**src/rtl/tg_pkg.sv**
```systemverilog
// Shared types for the TCM port arbiter: arbitration phase and read-response owner.
package tg_pkg;

    typedef enum logic [1:0] {
        RUN   = 2'd0,
        DRAIN = 2'd1,
        HOST  = 2'd2
    } arb_state_t;

    typedef enum logic {
        OWN_LSU  = 1'b0,
        OWN_HOST = 1'b1
    } arb_owner_t;

endpackage

```
**src/rtl/tcm_port_arbiter_if.sv**
```systemverilog
// Bundle of the LSU, host-loader, halt handshake and TCM rw-port signals around the arbiter.
interface tcm_port_arbiter_if #(
    parameter int ADDR_W = 12,
    parameter int DATA_W = 32
);
    logic              lsu_req;
    logic              lsu_we;
    logic [ADDR_W-1:0] lsu_addr;
    logic [DATA_W-1:0] lsu_wdata;
    logic              lsu_gnt;
    logic              lsu_rvalid;
    logic [DATA_W-1:0] lsu_rdata;

    logic              host_req;
    logic              host_we;
    logic [ADDR_W-1:0] host_addr;
    logic [DATA_W-1:0] host_wdata;
    logic              host_gnt;
    logic              host_rvalid;
    logic [DATA_W-1:0] host_rdata;

    logic              host_halt_req;
    logic              host_halt_ack;
    logic              cpu_stall;

    logic              mem_we;
    logic [ADDR_W-1:0] mem_addr;
    logic [DATA_W-1:0] mem_wdata;
    logic [DATA_W-1:0] mem_rdata;

    // The arbiter side: takes requests and memory read data, drives grants and the TCM command.
    modport slave (
        input  lsu_req, lsu_we, lsu_addr, lsu_wdata,
        input  host_req, host_we, host_addr, host_wdata,
        input  host_halt_req, mem_rdata,
        output lsu_gnt, lsu_rvalid, lsu_rdata,
        output host_gnt, host_rvalid, host_rdata,
        output host_halt_ack, cpu_stall,
        output mem_we, mem_addr, mem_wdata
    );

    modport master (
        output lsu_req, lsu_we, lsu_addr, lsu_wdata,
        output host_req, host_we, host_addr, host_wdata,
        output host_halt_req, mem_rdata,
        input  lsu_gnt, lsu_rvalid, lsu_rdata,
        input  host_gnt, host_rvalid, host_rdata,
        input  host_halt_ack, cpu_stall,
        input  mem_we, mem_addr, mem_wdata
    );

endinterface

```
**src/rtl/tcm_port_arbiter.sv**
```systemverilog
// Shares the single TCM rw-port between the core LSU and the program loader, with
// starvation protection for the host and a halt/drain handshake for exclusive host ownership.
module tcm_port_arbiter
    import tg_pkg::*;
#(
    parameter int ADDR_W       = 12,
    parameter int DATA_W       = 32,
    parameter int STARVE_LIMIT = 8
) (
    input  logic              clk,
    input  logic              rst_n,
    tcm_port_arbiter_if.slave bus
);

    localparam int               CNT_W = $clog2(STARVE_LIMIT + 1);
    localparam logic [CNT_W-1:0] LIMIT = CNT_W'(STARVE_LIMIT);

    arb_state_t       state_q, state_d;
    logic [CNT_W-1:0] starve_cnt_q, starve_cnt_d;
    logic             rd_pending_q, rd_pending_d;
    arb_owner_t       rd_owner_q, rd_owner_d;

    logic              lsu_gnt, host_gnt, starved;
    logic              lsu_rvalid, host_rvalid;
    logic [ADDR_W-1:0] sel_addr;
    logic [DATA_W-1:0] sel_wdata;

    assign starved = (starve_cnt_q == LIMIT);

    // Outside RUN the LSU is locked out, so the host wins whenever it asks.
    always_comb begin
        lsu_gnt  = 1'b0;
        host_gnt = 1'b0;
        if (rst_n) begin
            case (state_q)
                RUN: begin
                    if (bus.host_req && (!bus.lsu_req || starved)) host_gnt = 1'b1;
                    else                                           lsu_gnt  = bus.lsu_req;
                end
                DRAIN, HOST: host_gnt = bus.host_req;
                default: ;
            endcase
        end
    end

    assign sel_addr  = host_gnt ? bus.host_addr  : bus.lsu_addr;
    assign sel_wdata = host_gnt ? bus.host_wdata : bus.lsu_wdata;

    assign bus.lsu_gnt   = lsu_gnt;
    assign bus.host_gnt  = host_gnt;
    assign bus.mem_we    = (lsu_gnt & bus.lsu_we) | (host_gnt & bus.host_we);
    assign bus.mem_addr  = sel_addr;
    assign bus.mem_wdata = sel_wdata;

    // Responses are gated by rst_n so a read caught by reset never surfaces.
    assign lsu_rvalid      = rst_n & rd_pending_q & (rd_owner_q == OWN_LSU);
    assign host_rvalid     = rst_n & rd_pending_q & (rd_owner_q == OWN_HOST);
    assign bus.lsu_rvalid  = lsu_rvalid;
    assign bus.host_rvalid = host_rvalid;
    assign bus.lsu_rdata   = lsu_rvalid  ? bus.mem_rdata : '0;
    assign bus.host_rdata  = host_rvalid ? bus.mem_rdata : '0;

    assign bus.cpu_stall     = rst_n & (state_q != RUN);
    assign bus.host_halt_ack = rst_n & (state_q == HOST);

    always_comb begin
        rd_pending_d = (lsu_gnt & ~bus.lsu_we) | (host_gnt & ~bus.host_we);
        rd_owner_d   = rd_owner_q;
        if (host_gnt)     rd_owner_d = OWN_HOST;
        else if (lsu_gnt) rd_owner_d = OWN_LSU;

        starve_cnt_d = starve_cnt_q;
        if (host_gnt)                      starve_cnt_d = '0;
        else if (bus.host_req && !starved) starve_cnt_d = starve_cnt_q + 1'b1;

        // DRAIN leaves on the edge where the last LSU response is being delivered.
        state_d = state_q;
        case (state_q)
            RUN:   if (bus.host_halt_req) state_d = DRAIN;
            DRAIN: begin
                if (!bus.host_halt_req)  state_d = RUN;
                else if (!rd_pending_d)  state_d = HOST;
            end
            HOST: begin
                if (!bus.host_halt_req) begin
                    state_d      = RUN;
                    starve_cnt_d = '0;
                end
            end
            default: state_d = RUN;
        endcase
    end

    always_ff @(posedge clk) begin
        if (!rst_n) begin
            state_q      <= RUN;
            starve_cnt_q <= '0;
            rd_pending_q <= 1'b0;
            rd_owner_q   <= OWN_LSU;
        end else begin
            state_q      <= state_d;
            starve_cnt_q <= starve_cnt_d;
            rd_pending_q <= rd_pending_d;
            rd_owner_q   <= rd_owner_d;
        end
    end

endmodule

```
**src/flat_wrapper.sv**
```systemverilog
// flat-port wrapper written by rule: the top's interface ports become plain ports
module tcm_port_arbiter_flat import tg_pkg::*;
#(
    parameter int ADDR_W       = 12,
    parameter int DATA_W       = 32,
    parameter int STARVE_LIMIT = 8
)
  (clk, rst_n, bus_lsu_req, bus_lsu_we, bus_lsu_addr, bus_lsu_wdata, bus_host_req, bus_host_we, bus_host_addr, bus_host_wdata, bus_host_halt_req, bus_mem_rdata, bus_lsu_gnt, bus_lsu_rvalid, bus_lsu_rdata, bus_host_gnt, bus_host_rvalid, bus_host_rdata, bus_host_halt_ack, bus_cpu_stall, bus_mem_we, bus_mem_addr, bus_mem_wdata);
  tcm_port_arbiter_if #(.ADDR_W(ADDR_W), .DATA_W(DATA_W)) bus_i ();
  input  logic clk;
  input  logic rst_n;
  input wire logic [$bits(bus_i.lsu_req)-1:0] bus_lsu_req;
  input wire logic [$bits(bus_i.lsu_we)-1:0] bus_lsu_we;
  input wire logic [$bits(bus_i.lsu_addr)-1:0] bus_lsu_addr;
  input wire logic [$bits(bus_i.lsu_wdata)-1:0] bus_lsu_wdata;
  input wire logic [$bits(bus_i.host_req)-1:0] bus_host_req;
  input wire logic [$bits(bus_i.host_we)-1:0] bus_host_we;
  input wire logic [$bits(bus_i.host_addr)-1:0] bus_host_addr;
  input wire logic [$bits(bus_i.host_wdata)-1:0] bus_host_wdata;
  input wire logic [$bits(bus_i.host_halt_req)-1:0] bus_host_halt_req;
  input wire logic [$bits(bus_i.mem_rdata)-1:0] bus_mem_rdata;
  output wire logic [$bits(bus_i.lsu_gnt)-1:0] bus_lsu_gnt;
  output wire logic [$bits(bus_i.lsu_rvalid)-1:0] bus_lsu_rvalid;
  output wire logic [$bits(bus_i.lsu_rdata)-1:0] bus_lsu_rdata;
  output wire logic [$bits(bus_i.host_gnt)-1:0] bus_host_gnt;
  output wire logic [$bits(bus_i.host_rvalid)-1:0] bus_host_rvalid;
  output wire logic [$bits(bus_i.host_rdata)-1:0] bus_host_rdata;
  output wire logic [$bits(bus_i.host_halt_ack)-1:0] bus_host_halt_ack;
  output wire logic [$bits(bus_i.cpu_stall)-1:0] bus_cpu_stall;
  output wire logic [$bits(bus_i.mem_we)-1:0] bus_mem_we;
  output wire logic [$bits(bus_i.mem_addr)-1:0] bus_mem_addr;
  output wire logic [$bits(bus_i.mem_wdata)-1:0] bus_mem_wdata;
  assign bus_i.lsu_req = bus_lsu_req;
  assign bus_i.lsu_we = bus_lsu_we;
  assign bus_i.lsu_addr = bus_lsu_addr;
  assign bus_i.lsu_wdata = bus_lsu_wdata;
  assign bus_i.host_req = bus_host_req;
  assign bus_i.host_we = bus_host_we;
  assign bus_i.host_addr = bus_host_addr;
  assign bus_i.host_wdata = bus_host_wdata;
  assign bus_i.host_halt_req = bus_host_halt_req;
  assign bus_i.mem_rdata = bus_mem_rdata;
  assign bus_lsu_gnt = bus_i.lsu_gnt;
  assign bus_lsu_rvalid = bus_i.lsu_rvalid;
  assign bus_lsu_rdata = bus_i.lsu_rdata;
  assign bus_host_gnt = bus_i.host_gnt;
  assign bus_host_rvalid = bus_i.host_rvalid;
  assign bus_host_rdata = bus_i.host_rdata;
  assign bus_host_halt_ack = bus_i.host_halt_ack;
  assign bus_cpu_stall = bus_i.cpu_stall;
  assign bus_mem_we = bus_i.mem_we;
  assign bus_mem_addr = bus_i.mem_addr;
  assign bus_mem_wdata = bus_i.mem_wdata;
  tcm_port_arbiter #(.ADDR_W(ADDR_W), .DATA_W(DATA_W), .STARVE_LIMIT(STARVE_LIMIT)) u_core (.clk(clk), .rst_n(rst_n), .bus(bus_i));
endmodule
```
**config.mk**
```make
export PLATFORM = sky130hd
export DESIGN_NAME = tcm_port_arbiter_flat
export DESIGN_NICKNAME = d
export VERILOG_FILES = /design/src/rtl/tg_pkg.sv /design/src/rtl/tcm_port_arbiter_if.sv /design/src/rtl/tcm_port_arbiter.sv /design/src/flat_wrapper.sv
export SDC_FILE = /design/constraint.sdc
export NUM_CORES = 1
export LEC_CHECK = 0
export BUFFER_PORTS_ARGS = -buffer_cell sky130_fd_sc_hd__buf_2
export CAP_MARGIN = 40
export CORE_AREA = 3 3 92 94
export CTS_BUF_LIST = sky130_fd_sc_hd__clkbuf_2
export DETAILED_ROUTE_END_ITERATION = 10
export DIE_AREA = 0 0 95 97
export GPL_ROUTABILITY_DRIVEN = 0
export GPL_TIMING_DRIVEN = 0
export PLACE_DENSITY = 0.59
export SYNTH_ARGS = -nofsm -noshare
export SYNTH_HDL_FRONTEND = slang
export SYNTH_SLANG_ARGS = --single-unit
```
**constraint.sdc**
```tcl
create_clock -name clk -period 2.25 [get_ports clk]
set_input_delay 0.45 -clock clk [delete_from_list [all_inputs] [get_ports clk]]
set_output_delay 0.45 -clock clk [all_outputs]
set_load 0.01 [all_outputs]
```
== After elaboration in Yosys (flattened, before gate mapping) ==
Cells that the tools add are included.
Widths: inputs -> output; s select.

* Bits in registers: 8
* Output and inout bits: 115

* Add/subtract/negate cells: 1
* Eq/ne operators: 6
* Muxes and demuxes: 21
* Bitwise logic cells: 14
* Reduce and logical (&&, ||, !) cells: 10

{| class="wikitable"
|+ Operators by type and width
! cell !! count
|-
| $mux 32 || 3
|-
| $mux 4 || 4
|-
| $mux 12 || 1
|-
| $and 1x1->1 || 9
|-
| $mux 2 || 4
|-
| $mux 1 || 7
|-
| $pmux 2 s3 || 1
|-
| $add 4x1->4 const B || 1
|-
| $eq 4x4->1 const B || 1
|-
| $ne 2x2->1 const B || 2
|-
| $reduce_bool 2->1 || 2
|-
| $ne 3x3->1 const B || 1
|-
| $not 1->1 || 3
|-
| $reduce_and 3->1 || 1
|-
| $eq 2x1->1 const B || 1
|-
| $eq 2x2->1 const B || 1
|-
| $logic_and 1x1->1 || 2
|-
| $logic_not 1->1 || 2
|-
| $logic_not 2->1 || 1
|-
| $or 1x1->1 || 2
|-
| $pmux 1 s2 || 1
|-
| $reduce_or 2->1 || 1
|-
| $logic_or 1x1->1 || 1
|}

== Longest topological paths before layout ==
Gate-level depths: netlist of the first run.

* Depth in word-level cells: 11
* Depth in mapped cells: 8
* Mapped depth without buffers: 7

== Worst setup path before layout of the first run ==
No wires, ideal clock.

* Path type: reg2out
* Start: reg u_core.state_q[0]
* End: out bus_mem_addr[4]
* Arrival: 1888 ps
* Data required time: 1800 ps
* Path slack: -88 ps
* Stages on the path, launching flop included: 8
* Cells stage by stage: dfxtp_1 inv_1 ha_1 and4b_1 o311a_4 nand2_8 buf_6 mux2_2

* Cells in the longest elaborated chain, start to end: 5
* Elaborated cells between the ends (all ways): 7

{| class="wikitable"
|+ RTL lines
! item !! RTL line !! source
|-
| start, declared || tcm_port_arbiter.sv:18 || <nowiki>arb_state_t state_q, state_d;</nowiki>
|-
| start signal, assigned || tcm_port_arbiter.sv:101 || <nowiki>state_q <= state_d;</nowiki>
|-
| $eq 2x1->1 / $eq 2x2->1 (equally long branches) || tcm_port_arbiter.sv:35 || <nowiki>case (state_q)</nowiki>
|-
| $reduce_or 2->1 || tcm_port_arbiter.sv:35 ||
|-
| $pmux 1 s2 * || tcm_port_arbiter.sv:35 ||
|-
| $mux 1 * || tcm_port_arbiter.sv:34 || <nowiki>if (rst_n) begin</nowiki>
|-
| $mux 12 * || tcm_port_arbiter.sv:46 || <nowiki>assign sel_addr = host_gnt ? bus.host_addr : bus.lsu_addr;</nowiki>
|-
| end, declared || flat_wrapper.sv:31 || <nowiki>output wire logic [$bits(bus_i.mem_addr)-1:0] bus_mem_addr;</nowiki>
|}

Mark *: on every way between the ends. The rest lies on a longest branch, timed or not.

== Final worst setup path of the first run ==
* Start: reg u_core.state_q[1]
* End: out bus_mem_wdata[16]

* Cells in the longest elaborated chain, start to end: 5
* Elaborated cells between the ends (all ways): 7

{| class="wikitable"
|+ RTL lines
! item !! RTL line !! source
|-
| $eq 2x1->1 / $eq 2x2->1 (equally long branches) || tcm_port_arbiter.sv:35 ||
|-
| $reduce_or 2->1 || tcm_port_arbiter.sv:35 ||
|-
| $pmux 1 s2 * || tcm_port_arbiter.sv:35 ||
|-
| $mux 1 * || tcm_port_arbiter.sv:34 ||
|-
| $mux 32 * || tcm_port_arbiter.sv:47 || <nowiki>assign sel_wdata = host_gnt ? bus.host_wdata : bus.lsu_wdata;</nowiki>
|-
| end, declared || flat_wrapper.sv:32 || <nowiki>output wire logic [$bits(bus_i.mem_wdata)-1:0] bus_mem_wdata;</nowiki>
|}

Marks and branches as above.

==> key figures, run 1 <==
Synthesis
  • Main combinational cell family by area after synthesis: simple AND/OR/NAND/NOR gates
  • Largest area contributor in the netlist: mux2_2
  • Synth Area in XOR/XNOR: 1.689%
  • Cells after Synth: 183
  • Syn nets: 317
  • Cell area after synthesis: 1555 um^2
  • Area contributors post-synth: mux2_2 (33%), and2_1 (27%), dfxtp_1 (10%)
  • Fraction of synthesized area in multiplexers: 34.51%
  • Synth async-reset ratio: 0%
  • Yosys top cell area share: 32.58%
  • Adder-cell area share of the yosys netlist: 5.632%
  • Avg Inst Size Synth: 8.499 um^2
  • Ys flop type: dfxtp_1
  • Simple-Gate Fraction of Synth Area: 35.32%
  • Sequential area share after synthesis: 10.30%
  • Number of synthesized register bits: 8
  • Synth cell types: 34
  • Complex-gate fraction of the synthesized area: 6.195%
  • YS warnings: 0
  • Post-synth top cells: and2_1 (66), mux2_2 (45), dfxtp_1 (8)
  • Most common cell in the synthesized netlist: and2_1
  • Post-synth EDFFs: 0

Timing
  • Fin Clk Skew: 6.756 ps
  • FMAX: 0.3867 GHz
  • Final setup violation count: 46
  • Crit path time final: 2586 ps
  • Worst hold slack: 539.4 ps
  • Slew HR: 74.29%
  • Worst Tran Pin Value: 381.7 ps
  • Final hold vios: 0
  • Tcrit/Tclk final: 114.9%
  • RSZ-0062 raised after global routing: true
  • Worst Slack Setup Final: -336.1 ps
  • Max Slew Vio Count: 0

Outcome
  • Run status: finished with violations
  • Failing checks: negative setup slack

Finish
  • Total Nets Final: 581
  • Diodes inserted: 0
  • Layout area overhead: 130.7%
  • Share of cells above drive strength 1: 73.26%

Setup path
  • Startpoint types: flop
  • CP Class: flop to primary output
  • Worst reg2reg path endpoint: u_core.state_q[0]$_SDFFE_PN0P_
  • Critical Path RT: 1800 ps
  • Reg2reg path depth: 7
  • Worst Path Arrival: 2140 ps
  • R2R Path Start: u_core.state_q[1]$_SDFFE_PN0P_
  • Critical path fanouts, max: 5
  • Flop2flop setup slack: 480 ps
  • CP endpoint kind: primary output

Global routing
  • Largest net degree at the start of global routing: 12
  • GRT overflow: 0
  • GRT Overall Usage: 16.19%
  • First-pass GRT wire length: 11770 um
  • Initial antenna violation count: 0
  • Vias in the first global route: 2454

Place
  • Pre-CTS setup slack: -273.6 ps
  • HPWL Detailed: 6576 um
  • Port bufs: 241

Die
  • Rows: 32
  • Die X: 95 um
  • Initial Util: 20.13%
  • Die height: 97 um
  • Die area: 9215 um^2
  • I/O pin total: 242
  • Total core area: 7727 um^2

Min path
  • Hold wc startpoint: u_core.rd_owner_q$_SDFFE_PN0P_
  • Hold Path End: u_core.rd_owner_q$_SDFFE_PN0P_
  • Hold path depth: 2
  • Min-Delay Path Class: flop to flop

CTS
  • CTS buffer count: 3
  • Clock root buffer master: clkbuf_2
  • Worst-skew pair later-pin latency: 240 ps
  • CTS H-tree lvls: 1
  • Clock-pin slew on the worst setup and hold paths: 80 ps
  • CTS Sinks: 8
  • CTS tree: built
  • Hold Buf Count CTS: 0
  • Clk buf depth: 2

Detailed routing
  • Vias: 2382
  • Post-DRT Antenna Nets: 0
  • Initial DRC count: 55
  • Residual DRC: 0
  • Wire length per cell: 14.76 um
  • Drt total wl: 8076 um
  • Drt pass-1 iters: 4
  • Post-DR vias/cell: 4.355

Power and ir drop
  • Lkg Pwr: 2.147 nW
  • Cell Pwr Density: 548.1 nW/um^2
  • Worst ir drop on vdd: 0.3534 mV
  • Power Total: 1.966 mW

Run
  • Max-Cap Viols: 0
-- layer usage --
layer  global-route usage [%]  vias to the layer above  wire length, um
met5                        0                        -                0
met4                    6.992                        0              342
met3                    2.877                       16              772
met2                    31.67                      167             4311
met1                    15.98                     1056             2648
li1                         -                     1143                -
-- timing repair --
| action | 4_1_cts | 5_1_grt |
|---|---|---|
| setup buffers | 13 | 2 |
| resized for setup | 82 | 28 |
| cloned | 2 | 1 |
| setup endpoints to repair | 46 | 49 |
-- layout by cell type (no fill, tap or decap), drive strengths merged, types with 2 or more instances in the layout --
cell type,instances
mux2,45
xor2,2
ha,7
dfxtp,8
mux2i,3
and4b,2
nand2,7
nor2,6
nor2b,3
and2,66
clkbuf,10
inv,6
o21ai,2
buf,262
-- cell type report --
| cell class | count | area (um^2) |
|---|---|---|
| Sequential cell | 8 | 165.2 |
| Multi-Input combinational cell | 159 | 1479 |
| Clock buffer | 3 | 15.01 |
| Inverter | 6 | 22.52 |
| Fill cell | 724 | 4140 |
| Timing Repair Buffer | 258 | 1680 |
| Buffer | 11 | 97.59 |
| Tap cell | 102 | 127.6 |
-- stage by stage --
step	instances	cell area, um^2	setup TNS (ps)	utilization, %
global placement	526	2892	-8146	37.42
finish	547	3587	-12930	46.42
detailed placement	526	2892	-10090	37.42
CTS	544	3437	-13360	44.48
floorplan	183	1558	0	-
global route	547	3587	-17190	46.42
-- flip-flops by register name, indices dropped and copies added, names as in the netlist --
register             cells
u_core.rd_owner_q        1
u_core.state_q           2
u_core.starve_cnt_q      4
u_core.rd_pending_q      1
-- worst max-delay path, cell delays in order (launching register included) --
cell     delay [ps]
dfxtp_2         350
inv_2            50
ha_4            160
and4b_1         210
o311a_4         360
buf_12          150
nand2_8          70
buf_8           130
mux2_4          310
buf_6           130
-- kinds of logic (layout without fill, tap and decap cells) --
family	Yosys count	in the layout
and+or+nand+nor	89	90
muxes	48	48
buffers and inverters	17	278
adders and majority gates	7	7
AOI/OAI and AO/OA	11	11
DFF	8	8
xor gates and xnor gates	3	3
-- power breakdown --
part           total (mW)  switching (mW)  internal, mW
Sequential          0.196          0.0198         0.176
Clock              0.0866          0.0502        0.0364
Combinational        1.68           0.683          1.00
Total                1.97           0.753          1.21
-- how the worst max path moves through the flow --
| stage | slack, ps | cells past startpoint | start | end |
|---|---|---|---|---|
| 6_report | -340 | 9 | u_core.state_q[1]$_SDFFE_PN0P_ | bus_mem_wdata[16] |
| 5_1_grt | -430 | 8 | u_core.state_q[0]$_SDFFE_PN0P_ | bus_mem_wdata[28] |
| 4_1_cts | -330 | 8 | u_core.state_q[1]$_SDFFE_PN0P_ | bus_mem_wdata[28] |
| 3_5_place_dp | -270 | 8 | u_core.state_q[0]$_SDFFE_PN0P_ | bus_mem_wdata[23] |
| 3_3_place_gp | -240 | 8 | u_core.state_q[1]$_SDFFE_PN0P_ | bus_mem_wdata[28] |
| 2_1_floorplan | 10 | 7 | u_core.state_q[0]$_SDFFE_PN0P_ | bus_mem_addr[4] |
Note: power is estimated with default switching activity, not from simulation.
==> run 2, diff against run 1 <==
CELL_PAD_IN_SITES_DETAIL_PLACEMENT = 0   (was not set)
CELL_PAD_IN_SITES_GLOBAL_PLACEMENT = 1   (was not set)
CORE_AREA = not set   (was 3 3 92 94)
CORE_ASPECT_RATIO = 1.1   (was not set)
CORE_MARGIN = 3   (was not set)
CORE_UTILIZATION = 16   (was not set)
DIE_AREA = not set   (was 0 0 95 97)
PLACE_DENSITY = 0.77   (was 0.59)
==> run 2 against run 1 <==
The flow still finishes with violations (negative setup slack). Critical path depth did not move. Register-to-register slack is essentially flat. Sequential power barely moved. Total power fell by 6.4%. Sequential cell count stayed put. Combinational power fell by 7%. Clock skew is 0.64 ps lower. Critical path type unchanged. Largest cell class unchanged. Highest routed layer unchanged.
==> key figures, run 2 (synthesized netlist as in run 1, its figures left out) <==
CTS
  • Worst-skew pair later-pin latency: 230 ps
  • Clk buf depth: 2
  • Clock root buffer master: clkbuf_2
  • CTS buffer count: 3
  • CTS tree: built
  • CTS H-tree lvls: 1
  • CTS Sinks: 8
  • Clock-pin slew on the worst setup and hold paths: 80 ps

Timing
  • Max Slew Vio Count: 0
  • Final setup violation count: 45
  • Crit path time final: 2564 ps
  • Tcrit/Tclk final: 113.9%
  • Worst hold slack: 507.3 ps
  • Worst Slack Setup Final: -313.8 ps
  • Fin Clk Skew: 6.116 ps
  • Worst Tran Pin Value: 407.6 ps
  • Final hold vios: 0
  • RSZ-0062 raised after global routing: true
  • FMAX: 0.3900 GHz
  • Slew HR: 72.54%

Min path
  • Hold wc startpoint: u_core.rd_owner_q$_SDFFE_PN0P_
  • Min-Delay Path Class: flop to flop

Detailed routing
  • Vias: 2348
  • Post-DRT Antenna Nets: 0
  • Drt total wl: 7681 um
  • Wire length per cell: 13.59 um
  • Drt pass-1 iters: 4
  • Residual DRC: 0
  • Initial DRC count: 55
  • Post-DR vias/cell: 4.156

Finish
  • Share of cells above drive strength 1: 73.66%
  • Largest regs: u_core.starve_cnt_q: 4 flops, u_core.state_q: 2 flops
  • Finished Cell Area: 3441 um^2
  • Post-Route Utilization: 36.61%
  • Filler instances: 993
  • Layout area overhead: 121.2%
  • Area of the multi-input gates: 1425 um^2
  • Total Nets Final: 584
  • Most frequent cells in the layout: buf_2 (217), and2_1 (66), buf_6 (28)
  • Most common cell after layout, fill and taps aside: buf_2
  • Top reg by flops: u_core.starve_cnt_q
  • Number of flip-flops in the largest register: 4
  • Diodes inserted: 0
  • Sequential standard cell area: 165.2 um^2

Setup path
  • Critical path's largest stage delay: 360 ps
  • Worst path cell trace: inv_2 -> ha_4 -> and4b_1 -> o311a_4 -> nand2_8 -> buf_12 -> buf_12 -> mux2_4 -> buf_6
  • R2R Path Start: u_core.starve_cnt_q[0]$_SDFF_PN0_
  • Worst Path Arrival: 2110 ps
  • CP Class: flop to primary output
  • Critical Path RT: 1800 ps
  • CP endpoint kind: primary output
  • Critical path fanouts, max: 5
  • Startpoint types: flop
  • Crit. Startpoint: u_core.starve_cnt_q[0]$_SDFF_PN0_
  • Most used cell, CP: buf_12
  • Critical-path cell with the highest stage delay: o311a_4

Power and ir drop
  • Power Total: 1.841 mW
  • Lkg Pwr: 2.059 nW
  • Net Sw Frac: 38.87%
  • Worst ir drop on vdd: 0.3633 mV
  • Cell Pwr Density: 535.0 nW/um^2
  • Clock power frac: 4.6%
  • Comb power frac: 84.7%
  • Switch Pwr: 715.5 uW
  • Pint: 1.125 mW
  • Register share of total power: 10.7%

Global routing
  • Vias in the first global route: 2159
  • Largest net degree at the start of global routing: 11
  • Initial antenna violation count: 0
  • GRT overflow: 0
  • First-pass GRT wire length: 10140 um
  • GRT Overall Usage: 11.36%

Run
  • Max-Cap Viols: 0

Die
  • Initial Util: 16.55%
  • Rows: 37
  • I/O pin total: 242
  • Die area: 10940 um^2
  • Die height: 109.4 um
  • Die X: 100.0 um
  • Total core area: 9398 um^2

Outcome
  • Run status: finished with violations
  • Failing checks: negative setup slack

Place
  • Port bufs: 241
  • Placed instance area: 2910 um^2
  • HPWL Detailed: 6133 um
  • Pre-CTS setup slack: -265.1 ps
[run 2: metal layers]
metal / GRT usage, % / wire length [um]
met1: 12.81 / 2625
met3: 1.650 / 800
met4: 1.251 / 42
met5: 0 / 0
met2: 22.97 / 4212
[run 2: critical path: cells and delay by family, from the launching register on]
kind / cells / cell delay (ps)
buf+inv: 4 / 400
simple gates: 2 / 320
fa+ha+maj: 1 / 160
flops: 1 / 340
compound gates: 1 / 360
mux: 1 / 310
[run 2: worst paths after layout]
kind	depth (start not counted)	slack [ps]	endpoint
min	2	510	u_core.rd_owner_q$_SDFFE_PN0P_
max reg2reg	7	470	u_core.state_q[1]$_SDFFE_PN0P_
min reg2reg	2	510	u_core.rd_owner_q$_SDFFE_PN0P_
max	9	-310	bus_mem_addr[2]
[run 2: cell type report]
type                    count  share of cell area [%]
inverters                   6                  0.7273
plain buffers              10                   2.145
multi-input cells         159                   41.42
well taps                 117                   4.255
repair buffers            262                   46.22
flip-flops and latches      8                   4.800
clock buffers               3                  0.4364
[run 2: power groups by stage]
stage / clock [mW] / combinational, mW / sequential [mW]
after floorplan: 0 / 0.661 / 0.195
after global placement: 0 / 1.04 / 0.200
after detailed placement: 0 / 1.06 / 0.201
after CTS: 0.0922 / 1.43 / 0.194
after global routing: 0.0933 / 1.68 / 0.200
final: 0.0843 / 1.56 / 0.197
[run 2: metrics by stage]
| step | setup TNS (ps) | instances |
|---|---|---|
| 2_1_floorplan | 0 | 183 |
| 6_report | -12040 | 565 |
| 4_1_cts | -15210 | 563 |
| 3_5_place_dp | -9829 | 541 |
| 3_3_place_gp | -8187 | 541 |
| 5_1_grt | -15640 | 565 |
[run 2: repair_timing]
item / 4_1_cts / 5_1_grt
setup endpoints to repair: 46 / 75
hold buffers: 0 / 0
buffers inserted: 17 / 2
resized for setup: 34 / 35
pin swaps: 1 / 1
cloned: 2 / 2
